[config.mk]
export PLATFORM = sky130hd
export DESIGN_NAME = rng_ctrl_mc
export DESIGN_NICKNAME = d
export VERILOG_FILES = /design/src/rtl/rng_ctrl_mc_pkg.sv /design/src/rtl/rng_pack_mc.sv /design/src/rtl/rng_ctrl_mc.sv
export SDC_FILE = /design/constraint.sdc
export NUM_CORES = 1
export LEC_CHECK = 0
export CAP_MARGIN = 20
export CORE_MARGIN = 4
export CORE_UTILIZATION = 50
export DETAILED_ROUTE_END_ITERATION = 6
export PLACE_DENSITY_LB_ADDON = 0.12
export SLEW_MARGIN = 20
export SYNTH_ARGS = -nofsm -noshare
export SYNTH_HDL_FRONTEND = slang
export SYNTH_SLANG_ARGS = --single-unit
[constraint.sdc]
create_clock -name CLK -period 6.5 [get_ports CLK]
set_input_delay 1.95 -clock CLK [delete_from_list [all_inputs] [get_ports CLK]]
set_output_delay 1.95 -clock CLK [all_outputs]
set_load 0.05 [all_outputs]
[src/rtl/rng_ctrl_mc_pkg.sv]
// rng_ctrl_mc_pkg: shared types and derived-size helpers for the multi-channel
// TRNG controller (rng_ctrl_mc) and its packer (rng_pack_mc).
//   group_w        : bits gathered per strobe (NUM_CH * TAKE_BITS)
//   strobes        : strobes needed to fill one output word
//   bytes_per_word : bytes carried by one output word
//   ovf_mode_e     : overflow policy selected by the host
package rng_ctrl_mc_pkg;

    typedef enum logic {
        OVF_DROP = 1'b0,   // lose the word, keep capturing
        OVF_HALT = 1'b1    // lose the word, stop capturing
    } ovf_mode_e;

    function automatic int group_w(input int num_ch, input int take_bits);
        return num_ch * take_bits;
    endfunction

    function automatic int strobes(input int out_w, input int num_ch, input int take_bits);
        return out_w / (num_ch * take_bits);
    endfunction

    function automatic int bytes_per_word(input int out_w);
        return out_w / 8;
    endfunction

endpackage

[src/rtl/rng_pack_mc.sv]
// rng_pack_mc: shift/pack register and strobe counter.
// Each enabled cycle appends one group of sampler bits below the retained
// older bits; the oldest group therefore ends up in the word MSBs.
// Ports:
//   clk_i, rst_i   clock, async active-high reset
//   clr_i          synchronous clear (host STOP)
//   en_i           accept group_i this cycle
//   group_i        GROUP_W bits gathered from all channels
//   word_o         packed value including the current group (combinational)
//   done_o         this strobe completes a word (counter at its last value)
module rng_pack_mc
    import rng_ctrl_mc_pkg::*;
#(
    parameter int NUM_CH    = 4,
    parameter int TAKE_BITS = 1,
    parameter int OUT_W     = 32
) (
    input  logic                                   clk_i,
    input  logic                                   rst_i,
    input  logic                                   clr_i,
    input  logic                                   en_i,
    input  logic [group_w(NUM_CH, TAKE_BITS)-1:0]  group_i,
    output logic [OUT_W-1:0]                       word_o,
    output logic                                   done_o
);

    localparam int GW = group_w(NUM_CH, TAKE_BITS);
    localparam int ST = strobes(OUT_W, NUM_CH, TAKE_BITS);
    localparam int CW = (ST > 1) ? $clog2(ST) : 1;

    logic [CW-1:0] cnt_q, cnt_d;

    assign done_o = (cnt_q == CW'(ST - 1));
    assign cnt_d  = done_o ? '0 : cnt_q + CW'(1);

    always_ff @(posedge clk_i or posedge rst_i) begin
        if (rst_i)      cnt_q <= '0;
        else if (clr_i) cnt_q <= '0;
        else if (en_i)  cnt_q <= cnt_d;
    end

    // Only the bits that survive into the next word are stored; the top
    // group of the current word is shifted out on the next strobe anyway.
    if (OUT_W == GW) begin : g_single
        assign word_o = group_i;
    end else begin : g_shift
        logic [OUT_W-GW-1:0] pack_q;

        assign word_o = {pack_q, group_i};

        always_ff @(posedge clk_i or posedge rst_i) begin
            if (rst_i)      pack_q <= '0;
            else if (clr_i) pack_q <= '0;
            else if (en_i)  pack_q <= word_o[OUT_W-GW-1:0];
        end
    end

endmodule

[src/rtl/rng_ctrl_mc.sv]
// rng_ctrl_mc: multi-channel TRNG controller.
// Packs TAKE_BITS LSBs of every channel per strobe into OUT_W-bit words and
// writes {last, word} to the output FIFO, tracking a host byte limit, a DMA
// frame length, a wrapping 32-bit sample sum and an overflow policy.
// Optional build macro: RNG_CTRL_MC_DROPCNT_EN adds DROPPED, a saturating
// count of words lost to FIFO_FULL (cleared by RST and STOP).
// Ports:
//   CLK, RST                clock, async active-high reset
//   DATA_IN, DATA_RE        channel samples and their common strobe
//   DATA_OUT, DATA_WE       {last, word} and FIFO write strobe
//   FIFO_FULL               FIFO cannot accept a write
//   GO, STOP                start pulse; stop/clear pulse (STOP wins)
//   OVF_MODE                0: drop and continue, 1: drop and halt
//   SEND_BYTES, DMA_BYTES   byte limit (0 = unlimited), DMA frame length
//   RUN, OVER               capture active, sticky overflow
//   SENT_BYTES, SUM_DATA    bytes written, sum of accepted samples
module rng_ctrl_mc
    import rng_ctrl_mc_pkg::*;
#(
    parameter int NUM_CH    = 4,
    parameter int SAMPLE_W  = 16,
    parameter int TAKE_BITS = 1,
    parameter int OUT_W     = 32
) (
    input  logic                         CLK,
    input  logic                         RST,
    input  logic [NUM_CH*SAMPLE_W-1:0]   DATA_IN,
    input  logic                         DATA_RE,
    output logic [OUT_W:0]               DATA_OUT,
    output logic                         DATA_WE,
    input  logic                         FIFO_FULL,
    input  logic                         GO,
    input  logic                         STOP,
    input  logic                         OVF_MODE,
    input  logic [31:0]                  SEND_BYTES,
    input  logic [31:0]                  DMA_BYTES,
    output logic                         RUN,
    output logic                         OVER,
    output logic [31:0]                  SENT_BYTES,
    output logic [31:0]                  SUM_DATA
`ifdef RNG_CTRL_MC_DROPCNT_EN
   ,output logic [31:0]                  DROPPED
`endif
);

    localparam int GW  = group_w(NUM_CH, TAKE_BITS);
    localparam int BPW = bytes_per_word(OUT_W);

    if ((TAKE_BITS < 1) || (TAKE_BITS > SAMPLE_W) ||
        (OUT_W % 8 != 0) || (OUT_W % GW != 0)) begin : g_bad_cfg
        $error("rng_ctrl_mc: OUT_W must be a multiple of 8 and of NUM_CH*TAKE_BITS");
    end

    logic              run_q, run_d;
    logic              over_q, over_d;
    logic [31:0]       sent_q, sent_d;
    logic [31:0]       sum_q, sum_d;
    logic [31:0]       dma_q, dma_d;

    logic [GW-1:0]     group;
    logic [OUT_W-1:0]  packed_word;
    logic              cmpl_strobe;
    logic              capture;
    logic              cmpl;
    logic              word_we;
    logic              last;
    logic              keep_run;
    logic [31:0]       samp_sum;
    logic [32:0]       dma_next;
    logic [31:0]       sent_next;

    for (genvar c = 0; c < NUM_CH; c++) begin : g_grp
        assign group[c*TAKE_BITS +: TAKE_BITS] = DATA_IN[c*SAMPLE_W +: TAKE_BITS];
    end

    always_comb begin
        samp_sum = '0;
        for (int c = 0; c < NUM_CH; c++)
            samp_sum = samp_sum + 32'(DATA_IN[c*SAMPLE_W +: SAMPLE_W]);
    end

    // GO and STOP both swallow a coincident strobe.
    assign capture = run_q & DATA_RE & ~STOP & ~GO;
    assign cmpl    = capture & cmpl_strobe;
    assign word_we = cmpl & ~FIFO_FULL;

    // 33-bit compare so a frame length near 2^32 cannot wrap the test.
    assign dma_next  = {1'b0, dma_q} + 33'(BPW);
    assign last      = (dma_next >= {1'b0, DMA_BYTES});
    assign sent_next = sent_q + 32'(BPW);
    // Limit is checked after the increment, so a ragged limit rounds up.
    assign keep_run  = (SEND_BYTES == '0) || (sent_next < SEND_BYTES);

    rng_pack_mc #(
        .NUM_CH    (NUM_CH),
        .TAKE_BITS (TAKE_BITS),
        .OUT_W     (OUT_W)
    ) u_pack (
        .clk_i   (CLK),
        .rst_i   (RST),
        .clr_i   (STOP),
        .en_i    (capture),
        .group_i (group),
        .word_o  (packed_word),
        .done_o  (cmpl_strobe)
    );

    always_comb begin
        run_d  = run_q;
        over_d = over_q;
        sent_d = sent_q;
        sum_d  = sum_q;
        dma_d  = dma_q;
        if (STOP) begin
            run_d  = 1'b0;
            over_d = 1'b0;
            sent_d = '0;
            sum_d  = '0;
            dma_d  = '0;
        end else if (GO) begin
            run_d = 1'b1;
        end else if (capture) begin
            sum_d = sum_q + samp_sum;
            if (word_we) begin
                sent_d = sent_next;
                dma_d  = last ? '0 : dma_next[31:0];
                run_d  = keep_run;
            end else if (cmpl) begin
                over_d = 1'b1;
                if (ovf_mode_e'(OVF_MODE) == OVF_HALT) run_d = 1'b0;
            end
        end
    end

    always_ff @(posedge CLK or posedge RST) begin
        if (RST) begin
            run_q  <= 1'b0;
            over_q <= 1'b0;
            sent_q <= '0;
            sum_q  <= '0;
            dma_q  <= '0;
        end else begin
            run_q  <= run_d;
            over_q <= over_d;
            sent_q <= sent_d;
            sum_q  <= sum_d;
            dma_q  <= dma_d;
        end
    end

`ifdef RNG_CTRL_MC_DROPCNT_EN
    logic [31:0] drop_q, drop_d;

    always_comb begin
        drop_d = drop_q;
        if (STOP)                                          drop_d = '0;
        else if (cmpl && FIFO_FULL && (drop_q != '1))      drop_d = drop_q + 32'd1;
    end

    always_ff @(posedge CLK or posedge RST) begin
        if (RST) drop_q <= '0;
        else     drop_q <= drop_d;
    end

    assign DROPPED = drop_q;
`endif

    assign DATA_WE    = word_we;
    assign DATA_OUT   = {word_we & last, packed_word};
    assign RUN        = run_q;
    assign OVER       = over_q;
    assign SENT_BYTES = sent_q;
    assign SUM_DATA   = sum_q;

endmodule

==> metrics.txt, run 1 <==
Seq. cell area around 0.0031 mm²; fillers between 1500 and 2000; Die Wd 150.6 µm; Routed Antenna Nets 0; final worst path period share 0.9654; gr ovfl total 0; drt pass-1 iters 5; Routability Congestion 0.9151; shortest period the worst path allows between 6 and 7 ns; slew margin rel. 0.3324; Ys Warns 0; Clock H-tree levels 4; Post-synth ARST share 1.000; later-pin clock latency in the skew report roughly 0.42 ns; dpl cell area between 0.01 and 0.015 mm²; DR vias 8934; Setup Skew ~0.010 ns; drt drc 0; Layout Cells excl Fill around 1600; antenna cell count 0; initial core utilization 0.5159; HPWL Detailed around 20000 µm; CP Max Fanout 3; postcts setup bufs 0; RSZ-0062 raised after global routing no; status finished, final reports clean; Pwr Density about 200 mW/mm²; vias in the first global route ~8800; post-DR vias/cell around 5.4; first-pass GRT wire length about 43000 µm; area of the multi-input gates 0.005995 mm²; I/O Buffers ~230; Core Rows 51; Num CTS Buffers 17; crit path kind primary input to output port; Setup-failing EPs final 0; flip-flop and latch count after synthesis 125; DR WL/cell approximately 16 µm; pin count of the biggest net entering global routing 65; Final Hold Vio Count 0; root buffer cell clkbuf_16; Clk pin slew, worst setup/hold paths approximately 0.060 ns; Peak Freq roughly 160 MHz; die area 0.02269 mm²; final wirelength roughly 26000 µm; Synth Cell Area just over 0.01 mm²; Crit path required time between 4 and 5 ns; Avg Inst Size Synth between 8 and 9 µm²; max-slew violations 0; share of cells above drive strength 1 0.04644; total power 2.711 mW; Peak supply drop approximately 180 µV; Post-CTS Hold Buffers 0; HP Class register to register; Clock Sinks roughly 130; CTS tree yes; Post-synth EDFFs 0; Synth-to-Final Area Change 30.80%; core area between 0.015 and 0.02 mm²; Finished Core Util 0.6748; critical path arrival between 4 and 5 ns; DRT iter0 DRCs between 400 and 500; startpoint types primary input; Worst Setup End Kind output port; distinct cell type count after synthesis 72; # resized after CTS 0; worst slew pin tran roughly 1 ns; clock buffer depth 2; Cells after Synth between 1000 and 1500; DP Cell Count between 1500 and 2000; Max-Cap Viols 0; Top Ports 235; post-synthesis sequential area ratio 0.3075; gr usage total 0.2326; Post-Route Setup TNS 0 ns; leakage 6.594 nW; Final Cell Area about 0.013 mm²; Layout Nets roughly 1600; die height approximately 150 µm; ys flop type dfrtp_1; initial antenna violation count 0
[cell usage after synthesis (3+ instances only)]
library cell	instances	share of area
and3_1	14	0.0086
and2_1	7	0.0043
o211ai_1	3	0.0022
a21boi_0	3	0.0022
a21o_1	22	0.016
buf_4	6	0.0044
nand3_1	55	0.027
fa_1	47	0.092
o21ai_0	39	0.019
a21oi_1	39	0.019
clkbuf_1	34	0.013
a32o_1	26	0.026
ha_1	87	0.11
and4_1	11	0.0095
nor3_1	8	0.0039
nand4_1	21	0.013
xor2_1	41	0.035
nor4_1	12	0.0074
inv_1	229	0.085
o21bai_1	3	0.0022
nand2_1	86	0.032
nor2b_1	7	0.0043
o31ai_1	7	0.0052
o2111ai_1	4	0.0034
or4_1	4	0.0030
a31oi_1	3	0.0018
o21a_1	4	0.0030
or3_1	5	0.0031
a22o_1	33	0.028
a211oi_1	6	0.0044
a41oi_1	4	0.0034
xnor2_1	46	0.040
o21ai_1	4	0.0020
nor2_1	52	0.019
dfrtp_1	125	0.31
[cell type report]
| cell class | instances | area share |
|---|---|---|
| Inverter | 229 | 0.06479 |
| Clock inverter | 15 | 0.01063 |
| Sequential cell | 125 | 0.2351 |
| Clock buffer | 17 | 0.03197 |
| Timing Repair Buffer | 245 | 0.1821 |
| Tap cell | 265 | 0.02492 |
| Multi-Input combinational cell | 747 | 0.4505 |
[cells in the final DEF, fill, tap and decap left out, types with 5 or more instances in the layout]
master	Yosys	routed
o21ai_0	39	39
clkdlybuf4s50_1	0	229
a32o_1	26	26
buf_4	6	14
nand2_1	86	86
nand4_1	21	21
xor2_1	41	41
and2_1	7	7
inv_1	229	228
xnor2_1	46	46
ha_1	87	87
and4_1	11	11
inv_8	0	5
nor4_1	12	12
nor2_1	52	51
o31ai_1	7	7
or3_1	5	5
a21o_1	22	22
dfrtp_1	125	125
a22o_1	33	33
nand3_1	55	55
fa_1	47	47
nor3_1	8	8
a211oi_1	6	6
inv_6	0	6
clkbuf_16	0	17
a21oi_1	39	39
and3_1	14	14
nor2b_1	7	7
[final timing paths]
check	from	to	slack (ns)	depth (start not counted)
max	DMA_BYTES[30]	DATA_OUT[32]	0.22	10
min	u_pack.g_shift.pack_q[24]$_DFFE_PP0P_	u_pack.g_shift.pack_q[24]$_DFFE_PP0P_	0.50	1
max reg2reg	dma_q[4]$_DFFE_PP0P_	dma_q[20]$_DFFE_PP0P_	2.13	15
min reg2reg	u_pack.g_shift.pack_q[24]$_DFFE_PP0P_	u_pack.g_shift.pack_q[24]$_DFFE_PP0P_	0.50	1
max in group asynchronous	RST	SUM_DATA[16]$_DFFE_PP0P_	3.37	3
min in group asynchronous	RST	SENT_BYTES[10]$_DFFE_PP0P_	2.03	2
[routing by layer]
metal | vias up | track usage | wire, µm
met5 | - | 0 | 0
met4 | 0 | 0.06346 | 400
met3 | 37 | 0.04606 | 1730
met2 | 283 | 0.3763 | 12190
met1 | 4288 | 0.3205 | 11670
li1 | 4326 | - | -
[stage by stage]
stage	hold slack, ns	setup slack [ns]
final	0.4978	0.2250
after floorplan	0.4630	0.5184
after CTS	0.5011	0.2563
after detailed placement	0.4873	0.09392
after global routing	0.5094	0.1294
after global placement	0.4833	0.1659
[state kept, by name (all words and copies together), names as in the netlist]
register               count
SENT_BYTES                30
u_pack.cnt_q               3
RUN                        1
u_pack.g_shift.pack_q     28
SUM_DATA                  32
OVER                       1
dma_q                     30
[critical path, cell delays in order]
cell,delay (ns)
clkdlybuf4s50_1,0.50
inv_1,0.06
ha_1,0.31
nand4_1,0.17
nor4_1,0.41
and4_1,0.30
o221a_1,0.21
nor2_1,0.07
nor2_1,0.13
buf_4,0.22
[power by group]
part	leakage (nW)	switching (mW)	total, mW	internal (mW)
Clock	0.275	0.413	0.921	0.509
Sequential	1.74	0.0160	0.812	0.796
Combinational	4.58	0.577	0.978	0.401
Total	6.59	1.01	2.71	1.71
[kinds of logic (layout without fill, tap and decap cells)]
family,count (synthesis),in the layout,share of synthesized area
compound gates,218,218,0.1547
xor+xnor,87,87,0.07491
fa+ha+maj,134,134,0.1995
buf+inv,274,506,0.1043
flops,125,125,0.3075
mux,4,4,0.004182
other cells,1,2,0.0003686
simple gates,302,302,0.1545
No activity file was read; power rests on OpenSTA's default activity.
==> run 2, diff against run 1 <==
Settings changed: CORE_MARGIN 4 to 1.5.
==> metrics.txt, run 2 (synthesis gave the netlist of run 1 again) <==
post-DR vias/cell 5.422 (was 5.438); pin count of the biggest net entering global routing 46 (was 65); final wirelength 25750 µm (was 25990 µm); Worst Setup End Kind output port (unchanged); fillers 1631 (was 1605); leakage 6.608 nW (was 6.594 nW); later-pin clock latency in the skew report 0.42 ns (about the same); DR WL/cell 15.67 µm (was 15.82 µm); commonest non-fill, non-tap cell in the layout clkdlybuf4s50_1 (unchanged); Peak Freq 162.2 MHz (was 159.4 MHz); Post-CTS Hold Buffers 0 (unchanged); Die Wd 145.6 µm (was 150.6 µm); die height 145.6 µm (was 150.6 µm); DR vias 8909 (was 8934); gr ovfl total 0 (unchanged); core area 0.01972 mm² (unchanged); commonest cells after routing, fill and taps aside clkdlybuf4s50_1 (229), inv_1 (228), dfrtp_1 (125) (unchanged); total power 2.763 mW (was 2.711 mW); Top Ports 235 (unchanged); die area 0.02121 mm² (was 0.02269 mm²); slew margin rel. 0.3241 (was 0.3324); Setup-failing EPs final 0 (unchanged); Core Rows 51 (unchanged); gr usage total 0.2539 (was 0.2326); clock buffer depth 2 (unchanged); crit path kind primary input to output port (unchanged); Crit path required time 4.55 ns (about the same); final worst path period share 0.9487 (was 0.9654); share of cells above drive strength 1 0.04717 (was 0.04644); worst hold start u_pack.cnt_q[0]$_DFFE_PP0P_ (was u_pack.g_shift.pack_q[24]$_DFFE_PP0P_); Largest register FFs 32 (unchanged); RSZ-0062 raised after global routing no (unchanged); Clk pin slew, worst setup/hold paths 0.06 ns (about the same); Routability Congestion 0.8871 (was 0.9151); antenna cell count 0 (unchanged); worst slew pin tran 1.011 ns (was 0.9990 ns); Clock H-tree levels 4 (unchanged); HP Class register to register (unchanged); vias in the first global route 8774 (was 8804); Routed Antenna Nets 0 (unchanged); first-pass GRT wire length 43850 µm (was 42940 µm); CTS tree yes (unchanged); Synth-to-Final Area Change 31.11% (was 30.80%); Pwr Density 207.2 mW/mm² (was 203.8 mW/mm²); Finished Core Util 0.6764 (was 0.6748); initial core utilization 0.5159 (unchanged); Max-Cap Viols 0 (unchanged); drt pass-1 iters 5 (unchanged); hold depth 1 (unchanged); Layout Nets 1634 (unchanged); startpoint types primary input (unchanged); Setup Skew 0.01281 ns (was 0.01035 ns); Clock Sinks 125 (unchanged); Peak supply drop 192.6 µV (was 183.0 µV); Hold Path End u_pack.cnt_q[0]$_DFFE_PP0P_ (was u_pack.g_shift.pack_q[24]$_DFFE_PP0P_); I/O Buffers 232 (unchanged); Final Hold Vio Count 0 (unchanged); R2R Path Start dma_q[4]$_DFFE_PP0P_ (unchanged); postcts setup bufs 0 (unchanged); Post-Route Setup TNS 0 ns (unchanged); # resized after CTS 0 (unchanged); Reg2Reg Setup Slack 2.19 ns (was 2.13 ns); FF-to-FF End dma_q[20]$_DFFE_PP0P_ (unchanged); initial antenna violation count 0 (unchanged); status finished, final reports clean (unchanged); Num CTS Buffers 17 (unchanged); CP Max Fanout 2 (was 3); max-slew violations 0 (unchanged); root buffer cell clkbuf_16 (unchanged); drt drc 0 (unchanged); DRT iter0 DRCs 452 (was 429); r2r worst-path depth 15 (unchanged); critical path arrival 4.22 ns (was 4.33 ns); shortest period the worst path allows 6.167 ns (was 6.275 ns); HPWL Detailed 19620 µm (was 19790 µm)
[run 2: changes by cell type in the layout (fill, tap and decap cells not counted)]
cell,delta
nor2_1,-1
bufinv_16,+1
inv_8,+3
inv_6,-4
nor2_2,+1
[run 2: stage by stage]
stage	cell area, µm²	setup slack [ns]	instances	hold slack [ns]
after global placement	12740	0.1632	1611	0.4806
after global routing	13340	0.1874	1643	0.5216
after CTS	13340	0.3441	1643	0.4976
after detailed placement	12740	0.09952	1611	0.4824
after floorplan	10180	0.5184	1146	0.4630
final	13340	0.3331	1643	0.4924
[run 2: how the worst max path moves through the flow]
stage / cells past startpoint / to / slack [ns] / startpoint
3_5_place_dp: 14 / SUM_DATA[29]$_DFFE_PP0P_ / 0.1 / DATA_IN[1]
4_1_cts: 10 / DATA_OUT[32] / 0.34 / DMA_BYTES[10]
3_3_place_gp: 14 / SUM_DATA[29]$_DFFE_PP0P_ / 0.16 / DATA_IN[1]
2_1_floorplan: 9 / DATA_OUT[32] / 0.52 / DMA_BYTES[30]
6_report: 10 / DATA_OUT[32] / 0.33 / DMA_BYTES[10]
5_1_grt: 15 / SUM_DATA[19]$_DFFE_PP0P_ / 0.19 / DATA_IN[1]
[run 2: area by class of cell]
| type | count | area (µm²) | share of cell area |
|---|---|---|---|
| Clock buffer | 17 | 425.4 | 0.03190 |
| Clock inverter | 15 | 170.2 | 0.01276 |
| Tap cell | 265 | 331.6 | 0.02486 |
| Multi-Input combinational cell | 747 | 5997 | 0.4497 |
| Timing Repair Buffer | 245 | 2422 | 0.1816 |
| Inverter | 229 | 862.1 | 0.06464 |
| Sequential cell | 125 | 3128 | 0.2345 |
[run 2: power by group]
group	total (mW)	internal, mW	switching (mW)
registers	0.813	0.796	0.0166
clock network	0.967	0.550	0.417
logic	0.983	0.406	0.577
total	2.76	1.75	1.01
[run 2: worst max-delay path: stages]
cell and delay, ns:
clkdlybuf4s50_1 0.45, inv_1 0.04, ha_1 0.31, a211oi_2 0.23, nor2_1 0.07, or4_1 0.49
o221a_1 0.24, nor2_1 0.17, nor2_1 0.06, buf_4 0.20
[run 2: per-layer routing]
| layer | up-vias | global-route usage | wire [µm] |
|---|---|---|---|
| met5 | - | 0 | 0 |
| met4 | 0 | 0.07602 | 421 |
| met3 | 32 | 0.05078 | 1376 |
| met2 | 289 | 0.4086 | 12160 |
| met1 | 4268 | 0.3465 | 11790 |
| li1 | 4320 | - | - |
